## src/rtl/apb_pkg.sv

```systemverilog
// apb_pkg: shared definitions for the APB requester and the USRT completer side.
// Holds the bridge FSM encoding, default bus widths and the command/response bundles.
package apb_pkg;

    localparam int APB_ADDR_W = 32;
    localparam int APB_DATA_W = 8;

    typedef enum logic [1:0] {
        IDLE   = 2'd0,
        SETUP  = 2'd1,
        ACCESS = 2'd2
    } apb_state_e;

    typedef struct packed {
        logic                  write;
        logic [APB_ADDR_W-1:0] addr;
        logic [APB_DATA_W-1:0] wdata;
    } apb_cmd_t;

    typedef struct packed {
        logic                  err;
        logic [APB_DATA_W-1:0] rdata;
    } apb_rsp_t;

endpackage

```

## src/rtl/apb_timeout_cnt.sv

```systemverilog
// apb_timeout_cnt: counts ACCESS wait cycles and flags the cycle in which the
// wait budget runs out. Only built when APB_TIMEOUT_EN is defined.
`ifdef APB_TIMEOUT_EN
module apb_timeout_cnt #(
    parameter int TIMEOUT_CYC = 16
) (
    input  logic i_clk,
    input  logic i_rst_n,
    input  logic i_clear,
    input  logic i_inc,
    output logic o_expire
);

    localparam logic [7:0] LP_LAST = 8'(TIMEOUT_CYC - 1);

    logic [7:0] r_count;

    // Wait-cycle counter: held at zero outside ACCESS, steps on every stalled ACCESS cycle.
    always_ff @(posedge i_clk or negedge i_rst_n) begin
        if (!i_rst_n) begin
            r_count <= '0;
        end else if (i_clear) begin
            r_count <= '0;
        end else if (i_inc) begin
            r_count <= r_count + 8'd1;
        end
    end

    assign o_expire = i_inc && (r_count == LP_LAST);

endmodule
`endif

```

## src/rtl/apb_master_bridge.sv

```systemverilog
// apb_master_bridge: APB requester that takes one read/write command at a time,
// runs the SETUP/ACCESS sequence and returns a single-cycle response pulse.
// All outputs come straight from registers.
// Optional feature: define APB_TIMEOUT_EN to abort an ACCESS phase that has been
// stalled for TIMEOUT_CYC cycles; the abort is reported through rsp_err.
module apb_master_bridge
    import apb_pkg::*;
#(
    parameter int ADDR_W = APB_ADDR_W,
    parameter int DATA_W = APB_DATA_W
`ifdef APB_TIMEOUT_EN
    ,
    parameter int TIMEOUT_CYC = 16
`endif
) (
    input  logic              pClk,
    input  logic              pReset,
    input  logic              cmd_valid,
    output logic              cmd_ready,
    input  logic              cmd_write,
    input  logic [ADDR_W-1:0] cmd_addr,
    input  logic [DATA_W-1:0] cmd_wdata,
    output logic              rsp_valid,
    output logic [DATA_W-1:0] rsp_rdata,
    output logic              rsp_err,
    output logic              pSelect,
    output logic              pEnable,
    output logic              pWrite,
    output logic [ADDR_W-1:0] pAddress,
    output logic [DATA_W-1:0] pWData,
    input  logic [DATA_W-1:0] pRData,
    input  logic              pReady
);

    apb_state_e        r_state;
    apb_state_e        w_stateNext;
    logic              r_cmdReady;
    logic              w_cmdReadyNext;
    logic              r_pSelect;
    logic              w_pSelectNext;
    logic              r_pEnable;
    logic              w_pEnableNext;
    logic              r_pWrite;
    logic              w_pWriteNext;
    logic [ADDR_W-1:0] r_pAddress;
    logic [ADDR_W-1:0] w_pAddressNext;
    logic [DATA_W-1:0] r_pWData;
    logic [DATA_W-1:0] w_pWDataNext;
    logic              r_rspValid;
    logic              w_rspValidNext;
    logic [DATA_W-1:0] r_rspRdata;
    logic [DATA_W-1:0] w_rspRdataNext;
    logic              r_rspErr;
    logic              w_rspErrNext;
    logic              w_expire;

`ifdef APB_TIMEOUT_EN
    logic w_toClear;
    logic w_toInc;

    assign w_toClear = (r_state != ACCESS);
    assign w_toInc   = (r_state == ACCESS) && !pReady;

    apb_timeout_cnt #(
        .TIMEOUT_CYC(TIMEOUT_CYC)
    ) u_timeout (
        .i_clk    (pClk),
        .i_rst_n  (pReset),
        .i_clear  (w_toClear),
        .i_inc    (w_toInc),
        .o_expire (w_expire)
    );
`else
    assign w_expire = 1'b0;
`endif

    // Next-state and next-output logic; the address/data phase is captured on acceptance
    // and simply held afterwards, so only the handshake bits change per phase.
    always_comb begin
        w_stateNext    = r_state;
        w_pSelectNext  = r_pSelect;
        w_pEnableNext  = r_pEnable;
        w_pWriteNext   = r_pWrite;
        w_pAddressNext = r_pAddress;
        w_pWDataNext   = r_pWData;
        w_rspValidNext = 1'b0;
        w_rspErrNext   = 1'b0;
        w_rspRdataNext = r_rspRdata;

        case (r_state)
            IDLE: begin
                w_pSelectNext = 1'b0;
                w_pEnableNext = 1'b0;
                if (cmd_valid && r_cmdReady) begin
                    w_stateNext    = SETUP;
                    w_pSelectNext  = 1'b1;
                    w_pWriteNext   = cmd_write;
                    w_pAddressNext = cmd_addr;
                    w_pWDataNext   = cmd_write ? cmd_wdata : '0;
                end
            end
            SETUP: begin
                w_stateNext   = ACCESS;
                w_pSelectNext = 1'b1;
                w_pEnableNext = 1'b1;
            end
            ACCESS: begin
                if (pReady) begin
                    w_stateNext    = IDLE;
                    w_pSelectNext  = 1'b0;
                    w_pEnableNext  = 1'b0;
                    w_rspValidNext = 1'b1;
                    w_rspRdataNext = r_pWrite ? '0 : pRData;
                end else if (w_expire) begin
                    w_stateNext    = IDLE;
                    w_pSelectNext  = 1'b0;
                    w_pEnableNext  = 1'b0;
                    w_rspValidNext = 1'b1;
                    w_rspErrNext   = 1'b1;
                    w_rspRdataNext = '0;
                end
            end
            default: begin
                w_stateNext   = IDLE;
                w_pSelectNext = 1'b0;
                w_pEnableNext = 1'b0;
            end
        endcase

        w_cmdReadyNext = (w_stateNext == IDLE);
    end

    // State and output registers; reset leaves the bridge idle and ready for a command.
    always_ff @(posedge pClk or negedge pReset) begin
        if (!pReset) begin
            r_state    <= IDLE;
            r_cmdReady <= 1'b1;
            r_pSelect  <= 1'b0;
            r_pEnable  <= 1'b0;
            r_pWrite   <= 1'b0;
            r_pAddress <= '0;
            r_pWData   <= '0;
            r_rspValid <= 1'b0;
            r_rspRdata <= '0;
            r_rspErr   <= 1'b0;
        end else begin
            r_state    <= w_stateNext;
            r_cmdReady <= w_cmdReadyNext;
            r_pSelect  <= w_pSelectNext;
            r_pEnable  <= w_pEnableNext;
            r_pWrite   <= w_pWriteNext;
            r_pAddress <= w_pAddressNext;
            r_pWData   <= w_pWDataNext;
            r_rspValid <= w_rspValidNext;
            r_rspRdata <= w_rspRdataNext;
            r_rspErr   <= w_rspErrNext;
        end
    end

    assign cmd_ready = r_cmdReady;
    assign pSelect   = r_pSelect;
    assign pEnable   = r_pEnable;
    assign pWrite    = r_pWrite;
    assign pAddress  = r_pAddress;
    assign pWData    = r_pWData;
    assign rsp_valid = r_rspValid;
    assign rsp_rdata = r_rspRdata;
    assign rsp_err   = r_rspErr;

endmodule
```

## config.mk

```make
export PLATFORM = sky130hd
export DESIGN_NAME = apb_master_bridge
export DESIGN_NICKNAME = d
export VERILOG_FILES = /design/src/rtl/apb_pkg.sv /design/src/rtl/apb_timeout_cnt.sv /design/src/rtl/apb_master_bridge.sv
export SDC_FILE = /design/constraint.sdc
export NUM_CORES = 1
export LEC_CHECK = 0
export ABC_AREA = 1
export CORE_MARGIN = 3
export CORE_UTILIZATION = 40
export DETAILED_ROUTE_END_ITERATION = 6
export HOLD_SLACK_MARGIN = 0.02
export PLACE_DENSITY = 0.74
export SLEW_MARGIN = 10
export SYNTH_ARGS = -nofsm -noshare
export SYNTH_HDL_FRONTEND = slang
export SYNTH_SLANG_ARGS = --single-unit
```

## constraint.sdc

```tcl
create_clock -name pClk -period 1.6 [get_ports pClk]
set_clock_uncertainty 0.1 [all_clocks]
set_input_delay 0.4 -clock pClk [delete_from_list [all_inputs] [get_ports pClk]]
set_output_delay 0.4 -clock pClk [all_outputs]
set_load 0.01 [all_outputs]
```

==> results of run 1 <==
## flip-flops by register name (all words and copies together), names as in the netlist
name / count
pAddress: 32
pWData: 8
rsp_rdata: 8
r_state: 2
cmd_ready: 1
pEnable: 1
pSelect: 1
pWrite: 1
rsp_valid: 1
## kinds of logic after synthesis
family,Yosys count,share of synthesized area [%]
AOI/OAI and AO/OA,2,0.437
buffers and inverters,39,6.99
DFF,55,60.2
other,1,0.164
and+or+nand+nor,178,32.2
## worst min path at each step
| stage | from | end | slack, ps | cells past startpoint |
|---|---|---|---|---|
| 6_report | pAddress[9]$_DFFE_PN0P_ | pAddress[9]$_DFFE_PN0P_ | 370 | 2 |
| 5_1_grt | pAddress[28]$_DFFE_PN0P_ | pAddress[28]$_DFFE_PN0P_ | 390 | 2 |
| 3_5_place_dp | pReset | rsp_rdata[4]$_DFFE_PN0P_ | 320 | 2 |
| 3_3_place_gp | pReset | rsp_valid$_DFF_PN0_ | 320 | 2 |
| 2_1_floorplan | pReset | pAddress[0]$_DFFE_PN0P_ | 4 | 0 |
| 4_1_cts | pAddress[9]$_DFFE_PN0P_ | pAddress[9]$_DFFE_PN0P_ | 380 | 2 |
## through the flow
stage          worst slack, ps  power (uW)  hold slack [ps]  utilization, %  cells
4_1_cts                   9.37        5890              378            65.5    453
5_1_grt                   35.2        6290              390            65.5    453
2_1_floorplan              309        3740             4.41               -    275
6_report                  97.7        5800              372            65.5    453
3_3_place_gp             -69.0        5510              320            65.0    444
3_5_place_dp              -125        5570              323            65.0    444
## cell type report
cell class | instances | area (um^2)
clock buffer | 6 | 72.6
clock inverter | 2 | 12.5
fill | 500 | 1840
inverter | 23 | 86.3
multi-input combinational | 181 | 757
sequential | 55 | 1380
tap | 70 | 87.6
timing repair buffer | 116 | 1100
## metal layers
| layer | share of wire, % | wire length [um] |
|---|---|---|
| met1 | 43 | 2500 |
| met2 | 45 | 2590 |
| met3 | 11 | 609 |
| met4 | 1.5 | 86 |
| met5 | 0 | 0 |
## power groups by stage
stage	clock [uW]	combinational [uW]	sequential, uW
2_1_floorplan	0	1060	2680
3_3_place_gp	0	3100	2410
3_5_place_dp	0	3160	2410
4_1_cts	773	2740	2380
5_1_grt	815	3020	2450
6_report	746	2680	2370
## placed cells by master (no fill, tap or decap)
cell type / instances
clkbuf_1: 1
o21ai_0: 2
clkbuf_2: 1
clkinvlp_4: 1
dlygate4sd2_1: 52
nor2_1: 12
nand2_1: 112
conb_1: 1
clkinv_1: 1
clkdlybuf4s50_1: 51
dlygate4sd3_1: 1
dfstp_2: 1
inv_1: 22
nor2_2: 1
clkinv_2: 1
nor2_4: 1
buf_2: 1
buf_4: 7
dfrtp_1: 54
buf_12: 3
clkbuf_8: 5
nand3_1: 52
## what timing repair did
| action | in CTS | in global routing |
|---|---|---|
| pin swaps | 0 | 0 |
| endpoints found under the hold margin | 54 | 0 |
| buffers inserted | 0 | 0 |
| hold buffers | 1 | 0 |
| gates resized for setup | 54 | 1 |
| setup endpoints to repair | 53 | 1 |
==> flow_metrics.tcl, run 1 <==
set metrics [dict create \
    comb_power_share_pct 46.2 \
    cp_cell_sequence "dlygate4sd2_1" \
    synth_cell_types 13 \
    synthArstFlopShare_pct 100 \
    dieArea_mm2 0.00667 \
    grt_pass1_vias 2001 \
    synth-edff-count 0 \
    area_growth_pct 52.5 \
    drive_gt1_share_pct 5.74 \
    grt_busiest_layer "met2" \
    p_switching_uw 2270 \
    crit_family "flip-flops" \
    crit_end "pAddress[8]" \
    cp_max_fo 2 \
    grt_overflow 0 \
    cts_tree "yes" \
    path_class "reg2out" \
    reg2reg_setup_slack_ps 260 \
    syn_inst 275 \
    vias_per_cell 4.56 \
    grt_first_pass_wirelength_mm 9.39 \
    internal_power_uw 3530 \
    finalSetupViolCount 0 \
    finalHoldViolCount 0 \
    ys_ff_latch 55 \
    use_met3_pct 7.35 \
    antenna_found_initial 0 \
    cts_buffer_depth 2 \
    initial_core_util_pct 42.9 \
    io_buffers 105 \
    timing.rr.start "cmd_ready$_DFF_PN1_" \
    rsz0062_at_grt "no" \
    drtPass1Iterations 4 \
    p_sw_share_pct 39.2 \
    ant_nets 0 \
    yosysTopAreaCell "dfrtp_1" \
    yosysSeqAreaShare_pct 60.2 \
    fmax_ghz 0.666 \
    ys_warn_count 0 \
    status "finished, final reports clean" \
    use_met2_pct 29.1 \
    root_buffer "clkbuf_8" \
    finalCritPeriodShare_pct 93.9 \
    dp_hpwl_mm 4.14 \
    clkPwrFrac_pct 12.9 \
    dpl_cell_area_mm2 0.00347 \
    rr_worst_depth 6 \
    fin_tns_setup_ps 0 \
    cp.buffers_inverters 1 \
    cts_sinks 55 \
    worstPathRequired_ps 1100 \
    synth_area_leaders "dfrtp_1 59%, nand2_1 18%, nand3_1 11%" \
    ctsHtreeMaxLevel 2 \
    worst-path-stages 1 \
    power_density_mw_per_mm2 1660 \
    avgSynthCellArea_um2 8.33 \
    critical_path_arrival_ps 1000 \
    holdCritPathClass "reg2reg" \
    max_stage_delay_ps 410 \
    grt_max_degree 56 \
    io_pins 107 \
    peakVddDrop_mv 0.838 \
    gp_congestion 0.778 \
    use_met1_pct 23.2 \
    r2r-end "pWData[1]$_DFFE_PN0P_" \
    die_h_um 81.7 \
    end_kind "output port" \
    seqPwrFrac_pct 40.9 \
    slew_viol_final 0 \
    start_kind "flop" \
    design_area_mm2 0.00349 \
    netlist_top_cells_count "112 x nand2_1, 54 x dfrtp_1, 52 x nand3_1" \
    synth_fp_nets 328 \
    drtIter0Drc 135 \
    wire_per_inst_um 12.8 \
    maxCapViolations 0 \
    netlist.area_leader.share_pct 59.0 \
    num_antenna_cells 0 \
    clkSlewWorstSetupHoldPaths_ps 90 \
    core_area_mm2 0.00534 \
    fin_crit_ps 1500 \
    p_leak_uw 0.00198 \
    ys.flop_type "dfrtp_1" \
    syn_area_mm2 0.00229 \
    slowest_stage "dfrtp_1" \
    cts_buffers 5 \
    synth_most_common_cell "nand2_1" \
    drc_errors 0 \
    critPathLaunch "pAddress[8]$_DFFE_PN0P_" \
    track_usage_pct 18.3 \
    nNetsFinal 435 \
    dieWidth_um 81.7 \
    rows 26 \
    vias 2067 \
    totalWireLength_mm 5.79 \
    clk_latency_ps 300 \
]
No activity file was read; power rests on OpenSTA's default activity.
==> run 2, diff against run 1 <==
==> constraint.sdc (replaced) <==
create_clock -name pClk -period 1.8 [get_ports pClk]
set_clock_uncertainty 0.1 [all_clocks]
set_input_delay 0.45 -clock pClk [delete_from_list [all_inputs] [get_ports pClk]]
set_output_delay 0.45 -clock pClk [all_outputs]
set_load 0.1 [all_outputs]
==> run 2 against run 1 <==
Net effect:
- non-clock buffer count shrank 4
- critical path type unchanged
- critical endpoint is now pWrite
- core utilization rose by 10 points
- sequential cell count unchanged
- highest routed layer unchanged
- critical path depth is the same
==> flow_metrics.tcl, run 2 (synthesized netlist as in run 1, its figures left out) <==
set metrics [dict create \
    status "finished, final reports clean" \
    start_kind "flop" \
    slowest_stage "dfrtp_1" \
    drive_gt1_share_pct 18.8 \
    grt_pass1_vias 2048 \
    reg2reg_setup_slack_ps 410 \
    max_stage_delay_ps 570 \
    finalHoldViolCount 0 \
    cts_buffers 5 \
    finalCritPeriodShare_pct 91.2 \
    initial_core_util_pct 42.9 \
    cts_tree "yes" \
    clk_latency_ps 290 \
    rr_worst_depth 6 \
    fillers 387 \
    maxCapViolations 0 \
    slew_viol_final 0 \
    grt_overflow 0 \
    clkSlewWorstSetupHoldPaths_ps 90 \
    end_kind "output port" \
    antenna_found_initial 0 \
    placedCellCount 441 \
    crit_family "flip-flops" \
    path_class "reg2out" \
    area_growth_pct 76.9 \
    finalSetupViolCount 0 \
    track_usage_pct 19.1 \
    dieWidth_um 81.7 \
    rsz0062_at_grt "no" \
    die_h_um 81.7 \
    totalWireLength_mm 6.02 \
    ant_nets 0 \
    num_antenna_cells 0 \
    vias 2129 \
    gp_congestion 0.797 \
    r2r-end "pWData[3]$_DFFE_PN0P_" \
    layoutNonFillerInstCount 448 \
    wire_per_inst_um 13.4 \
    fmax_ghz 0.609 \
    critical_path_arrival_ps 1090 \
    largest_reg_flops 32 \
    drtIter0Drc 120 \
    multi_input_area_um2 757 \
    core_area_mm2 0.00534 \
    io_buffers 105 \
    mostFrequentLayoutCells "112 x nand2_1, 55 x buf_12, 54 x dfrtp_1, 52 x nand3_1, 51 x clkdlybuf4s50_1" \
    ctsResizeCount 0 \
    grt_max_degree 42 \
    cp.buffers_inverters 1 \
    holdCritPathClass "in2async" \
    timing.rr.start "cmd_ready$_DFF_PN1_" \
    cts_setup_buffers 0 \
    drc_errors 0 \
    rows 26 \
    cp_cell_sequence "buf_12" \
    fin_crit_ps 1640 \
    root_buffer "clkbuf_8" \
    drtPass1Iterations 4 \
    grt_first_pass_wirelength_mm 9.86 \
    dieArea_mm2 0.00667 \
    worstPathRequired_ps 1250 \
    seq_area_mm2 0.00138 \
    cts_sinks 55 \
    nNetsFinal 431 \
    layout_commonest_cell "nand2_1" \
    holdBufCountCts 0 \
    cts_buffer_depth 2 \
    dp_hpwl_mm 4.47 \
    cp_max_fo 10 \
    io_pins 107 \
    vias_per_cell 4.75 \
    ctsHtreeMaxLevel 2 \
]
run 2: worst max-delay path by stage:
stage / from / to / slack [ps] / cells past startpoint
floorplan: cmd_ready$_DFF_PN1_ / pAddress[0]$_DFFE_PN0P_ / 80 / 6
global placement: cmd_valid / pWrite$_DFFE_PN0P_ / 50 / 7
detailed placement: cmd_valid / pWData[3]$_DFFE_PN0P_ / -8 / 7
CTS: pWrite$_DFFE_PN0P_ / pWrite / 140 / 1
global route: pWrite$_DFFE_PN0P_ / pWrite / 90 / 1
finish: pWrite$_DFFE_PN0P_ / pWrite / 160 / 1
run 2: cell type report:
cell class	instances	share of cell area, %
repair buffers	112	40.8
flip-flops and latches	55	34.0
multi-input cells	181	18.7
well taps	70	2.16
inverters	23	2.13
clock buffers	6	2.04
clock inverters	1	0.124
run 2: per-stage QoR:
stage	setup TNS (ps)	instance area [um^2]	hold slack (ps)	utilization, %	setup WS [ps]
floorplan	0	2290	54.4	-	80.1
global placement	0	3960	349	74.3	52.4
detailed placement	-10.6	3960	370	74.3	-7.87
CTS	0	4050	39.6	75.9	140
global route	0	4050	65.7	75.9	91.2
finish	0	4050	44.9	75.9	158
run 2: metal layers:
metal	wire, um	global-route usage, %	vias to the layer above
li1	-	-	1051
met1	2370	23.7	995
met2	2960	31.4	78
met3	653	7.79	5
met4	41	4.49	0
met5	0	0	-
Power of run 2 is left out: the tool's default activity adds up to more than one toggle a clock period on the data nets, which glitch-free logic cannot reach.
